<file path="config.mk">
export PLATFORM = sky130hd
export DESIGN_NAME = tdm_demux
export DESIGN_NICKNAME = d
export VERILOG_FILES = /design/src/rtl/tdm_pkg.sv /design/src/rtl/tdm_slot_ctr.sv /design/src/rtl/tdm_demux.sv
export SDC_FILE = /design/constraint.sdc
export NUM_CORES = 1
export LEC_CHECK = 0
export BUFFER_PORTS_ARGS = -buffer_cell sky130_fd_sc_hd__buf_2
export CAP_MARGIN = 30
export CORE_UTILIZATION = 44
export DETAILED_ROUTE_END_ITERATION = 12
export GPL_TIMING_DRIVEN = 0
export PLACE_DENSITY_LB_ADDON = 0.3
export SYNTH_ARGS = -nofsm -noshare
export SYNTH_HDL_FRONTEND = slang
export SYNTH_SLANG_ARGS = --single-unit
</file>
<file path="constraint.sdc">
create_clock -name clk -period 1.4 [get_ports clk]
set_input_delay 0.28 -clock clk [delete_from_list [all_inputs] [get_ports clk]]
set_output_delay 0.28 -clock clk [all_outputs]
set_load 0.03 [all_outputs]
</file>
<file path="src/rtl/tdm_pkg.sv">
// Shared definitions for the TDM link: frame state encoding, default geometry,
// and the slot-index width helper used by both the mux and the demux.
package tdm_pkg;

   localparam int TDM_N = 4;
   localparam int TDM_W = 4;

   typedef enum logic [0:0] {
      IDLE = 1'b0,
      RUN  = 1'b1
   } tdm_state_e;

   // Never returns less than 1, so the slot index is always at least one bit wide.
   function automatic int clog2(input int n);
      int r;
      r = 0;
      while ((1 << r) < n) r++;
      return (r < 1) ? 1 : r;
   endfunction

endpackage

</file>
<file path="src/rtl/tdm_slot_ctr.sv">
// Modulo-N slot counter. A load0 beat counts as slot 0, so the next expected slot is 1.
module tdm_slot_ctr
   import tdm_pkg::*;
#(
   parameter int N  = TDM_N,
   parameter int SW = clog2(N)
) (
   input  logic          clk,
   input  logic          rst_n,
   input  logic          en,
   input  logic          load0,
   output logic [SW-1:0] slot,
   output logic          last
);

   assign last = (slot == SW'(N - 1));

   always_ff @(posedge clk or negedge rst_n) begin
      if (!rst_n) begin
         slot <= '0;
      end else if (en) begin
         if (load0)     slot <= SW'(1);
         else if (last) slot <= '0;
         else           slot <= slot + SW'(1);
      end
   end

endmodule

</file>
<file path="src/rtl/tdm_demux.sv">
// TDM receive end: deals slot k of each framed beat-serial stream onto channel k,
// with per-channel strobes, frame-complete pulse and framing-error detection.
//
// state | meaning
// IDLE  | waiting for an SOF beat; non-SOF beats are dropped
// RUN   | frame in progress, slot counter holds the next expected slot
module tdm_demux
   import tdm_pkg::*;
#(
   parameter int N = TDM_N,
   parameter int W = TDM_W
) (
   input  logic           clk,
   input  logic           rst_n,
   input  logic [W-1:0]   in_data,
   input  logic           in_valid,
   input  logic           in_sof,
   output logic [N*W-1:0] out_data,
   output logic [N-1:0]   out_valid,
   output logic           frame_done,
   output logic           frame_err,
   output logic [7:0]     err_cnt
);

   localparam int SW = clog2(N);
   localparam logic [0:0] S_IDLE = IDLE;
   localparam logic [0:0] S_RUN  = RUN;

   logic [0:0]    state;
   logic [SW-1:0] slot;
   logic          last;
   logic          sof;
   logic          capture;
   logic          done_nxt;
   logic          err_nxt;
   logic [SW-1:0] idx;

   assign sof      = in_valid & in_sof;
   assign capture  = sof | (in_valid & (state == S_RUN));
   assign done_nxt = in_valid & ~in_sof & (state == S_RUN) & last;
   assign err_nxt  = sof & (state == S_RUN);
   assign idx      = in_sof ? '0 : slot;

   tdm_slot_ctr #(.N(N), .SW(SW)) u_slot_ctr (
      .clk   (clk),
      .rst_n (rst_n),
      .en    (capture),
      .load0 (in_sof),
      .slot  (slot),
      .last  (last)
   );

   always_ff @(posedge clk or negedge rst_n) begin
      if (!rst_n) begin
         state <= S_IDLE;
      end else if (sof) begin
         state <= S_RUN;
      end else if (done_nxt) begin
         state <= S_IDLE;
      end
   end

   always_ff @(posedge clk or negedge rst_n) begin
      if (!rst_n) begin
         out_data   <= '0;
         out_valid  <= '0;
         frame_done <= 1'b0;
         frame_err  <= 1'b0;
         err_cnt    <= '0;
      end else begin
         for (int k = 0; k < N; k++) begin
            out_valid[k] <= capture && (idx == SW'(k));
            if (capture && (idx == SW'(k))) out_data[k*W +: W] <= in_data;
         end
         frame_done <= done_nxt;
         frame_err  <= err_nxt;
         if (err_nxt && (err_cnt != 8'hFF)) err_cnt <= err_cnt + 8'd1;
      end
   end

endmodule

</file>
==> summary.txt <==
Worst hold path
  • Worst Hold Class: in2async

Cells and area
  • Layout cells sized above 1: 55.8%
  • Final Non-Filler Cells: 200
  • Fillers: 256
  • Nets@finish: 166
  • Area Overhead vs Synth: 29.4%
  • Fin util: 60.0%
  • Final instance area: 1820 sq um
  • Diode count: 0

Yosys
  • Largest family of logic cells by synthesized area: multiplexers
  • Post-synth EDFFs: 0
  • Synthesized flop and latch total: 33
  • Async SR Flop Fraction: 100%
  • Seq/Total Area, Yosys: 58.8%
  • Synth Net Count: 115
  • Synth Area in Compound Gates: 5.08%
  • Multiplexer share of the synthesized area: 18.5%
  • Avg Inst Size Synth: 13.4 sq um
  • Post-synth top area share: 58.8%
  • Mapped Cells: 105
  • Adder-cell share of the synthesized area: 1.78%
  • Top cells by area, synth: dfrtp_1, mux2_2, mux2_4
  • Yosys warns: 0
  • Mapped cell area: 1400 sq um
  • Xor/xnor share of the synthesized area: 0.624%
  • Synth Flop Type: dfrtp_1
  • Count leader, synth: dfrtp_1
  • Biggest area consumer among synthesized cells: dfrtp_1
  • Synth cell count leaders: dfrtp_1, mux2_2, nand2_1
  • Cell variety after synth: 30
  • Synth Area in Simple Gates: 11.9%

Timing
  • Hold Vio Cnt, Final: 0
  • Worst Tran Pin Value: 0.704 ns
  • Period utilization: 105%
  • Final setup viols: 16
  • Setup ws final: -0.0694 ns
  • Post-layout minimum cycle time: 1.47 ns
  • Slew HR: 53.1%
  • Worst clock skew: 0.00490 ns
  • FMAX: 681 MHz
  • Final Slew Violations: 0
  • RSZ-0062 raised after global routing: yes

Clocking
  • CTS tree: done
  • CTS Buf Count: 5
  • Worst-path clk slew: 0.10 ns
  • Clock root buffer master: clkbuf_4
  • Sink Count: 33
  • CTS Buffer Depth: 2
  • Clock latency on the worst-skew pair: 0.31 ns
  • H-tree levels: 2

Detailed routing
  • DR vias: 1012
  • Vias per inst: 5.06
  • Final WL: 2790 um
  • First-pass DRT Iterations: 4
  • Drt initial violations: 28
  • DR WL/cell: 13.9 um
  • DR DRC count: 0
  • Antenna viol nets, final: 0

Placement
  • PortBufs: 36
  • Pre-CTS setup slack: -0.203 ns
  • Post-DP Area: 1650 sq um
  • Placer congestion estimate: 0.803
  • Placed Cells: 185
  • Placed wire-length estimate: 1850 um

Die
  • Rows: 20
  • Core area: 3030 sq um
  • Starting Density: 46.4%
  • Die Width: 58.5 um
  • IO Pins: 38
  • DIE HEIGHT: 58.5 um
  • Die area: 3420 sq um

GRT
  • GRT Overall Usage: 18.2%
  • Vias in the first global route: 1000
  • Pin count of the biggest net entering global routing: 34
  • First-pass GRT wire length: 4600 um
  • Initial antenna violation count: 0
  • Total global routing overflow: 0

Critical path
  • WP data required: 1.60 ns
  • Crit Path Class: reg2reg
  • Setup crit end kind: register
  • Critical path buffer and inverter count: 1
  • Crit path cell chain: buf_6, and3b_2, nand3_1, mux2_2
  • CP max-delay cell: dfrtp_1
  • Startpoint Class: register
  • Worst-path fanout max: 6
  • CP delay by family, top: simple AND/OR/NAND/NOR gates
  • Crit path largest cell delay: 0.39 ns
  • Critical path arrival: 1.67 ns

Power
  • Combinational Power Share: 47.1%
  • Largest vdd supply drop: 879 uV
  • Pwr Density: 2160 nW/um^2
  • Clock power share: 12.1%
  • Seq pwr share: 40.8%
  • Net Sw Power: 0.00168 W
  • P_int: 0.00226 W
  • Net Sw Frac: 42.6%
  • Static leakage: 0.890 nW

Run
  • Maxcap violations: 0

Outcome
  • Failing checks: setup timing
  • Outcome: complete, but fails checks
[cell type report]
| class | count | area (sq um) | area share (%) |
|---|---|---|---|
| Sequential cell | 33 | 833 | 45.9 |
| Multi-Input combinational cell | 64 | 582 | 32.0 |
| Timing Repair Buffer | 44 | 251 | 13.8 |
| Tap cell | 44 | 55.1 | 3.03 |
| Clock buffer | 6 | 41.3 | 2.27 |
| Buffer | 3 | 30.0 | 1.65 |
| Inverter | 5 | 18.8 | 1.03 |
| Clock inverter | 1 | 5.00 | 0.275 |
[power by group through the flow]
| stage | clock network (W) | registers, W | logic [W] |
|---|---|---|---|
| 2_1_floorplan | 0 | 0.00217 | 0.000596 |
| 3_3_place_gp | 0 | 0.00157 | 0.00163 |
| 3_5_place_dp | 0 | 0.00160 | 0.00166 |
| 4_1_cts | 0.000497 | 0.00158 | 0.00178 |
| 5_1_grt | 0.000536 | 0.00166 | 0.00199 |
| 6_report | 0.000476 | 0.00160 | 0.00185 |
[through the flow]
step / setup TNS (ns) / hold slack [ns] / power, W
6_report: -0.697 / 0.00293 / 0.00393
5_1_grt: -1.55 / 0.0508 / 0.00418
4_1_cts: -0.471 / 0.0184 / 0.00386
3_5_place_dp: -1.84 / 0.374 / 0.00326
3_3_place_gp: -1.42 / 0.370 / 0.00321
2_1_floorplan: -0.0548 / -0.0156 / 0.00277
[worst paths after layout]
path / from / end / depth (start not counted) / slack, ns
worst max-delay path: state / out_data[15] / 4 / -0.07
worst min-delay path: rst_n / out_data[1] / 1 / 0.003
worst max register to register: state / out_data[15] / 4 / -0.07
worst min register to register: out_data[15] / out_data[15] / 1 / 0.50
max in group asynchronous: rst_n / err_cnt[2] / 1 / 0.90
min in group clk: in_data[1] / out_data[9] / 2 / 0.24
[worst register-to-register path, delay by kind of cell (launching register included)]
kind	cells	cell delay, ns
buffers and inverters	1	0.13
DFF	1	0.39
muxes	1	0.37
and+or+nand+nor	2	0.47
[what timing repair did]
action | CTS | global route
cloned | 0 | 0
endpoints found under the setup margin | 19 | 20
hold buffers | 0 | 0
gates resized for setup | 12 | 6
pin swaps | 1 | 1
setup buffers | 6 | 2
[flip-flops by register name (all words and copies together) (netlist names)]
name and count:
out_data 16, err_cnt 8, out_valid 4, u_slot_ctr.slot 2
frame_done 1, frame_err 1, state 1
[cells by family after synthesis]
family / Yosys count
and+or+nand+nor: 28
buffers and inverters: 8
AOI/OAI and AO/OA: 11
xor gates and xnor gates: 1
adders and majority gates: 2
DFF: 33
muxes: 22
[metal layers]
layer | vias to the layer above | global-route usage [%] | routed length (um)
li1 | 479 | - | -
met3 | 4 | 5.05 | 121
met2 | 28 | 28.1 | 1350
met5 | - | 0 | 0
met1 | 501 | 24.0 | 1280
met4 | 0 | 8.16 | 35
[layout by cell type (no fill, tap or decap), types with 2 or more instances in the layout]
master	instances
mux2_2	12
dfrtp_1	27
nor3b_1	2
o21ai_0	2
nand3_1	4
nand2_1	8
o21ai_2	2
buf_2	36
mux2_4	8
dfrtp_2	6
buf_4	6
nand4_1	5
mux2i_1	2
inv_1	4
clkbuf_4	5
buf_6	5
No activity file was read; power rests on OpenSTA's default activity.
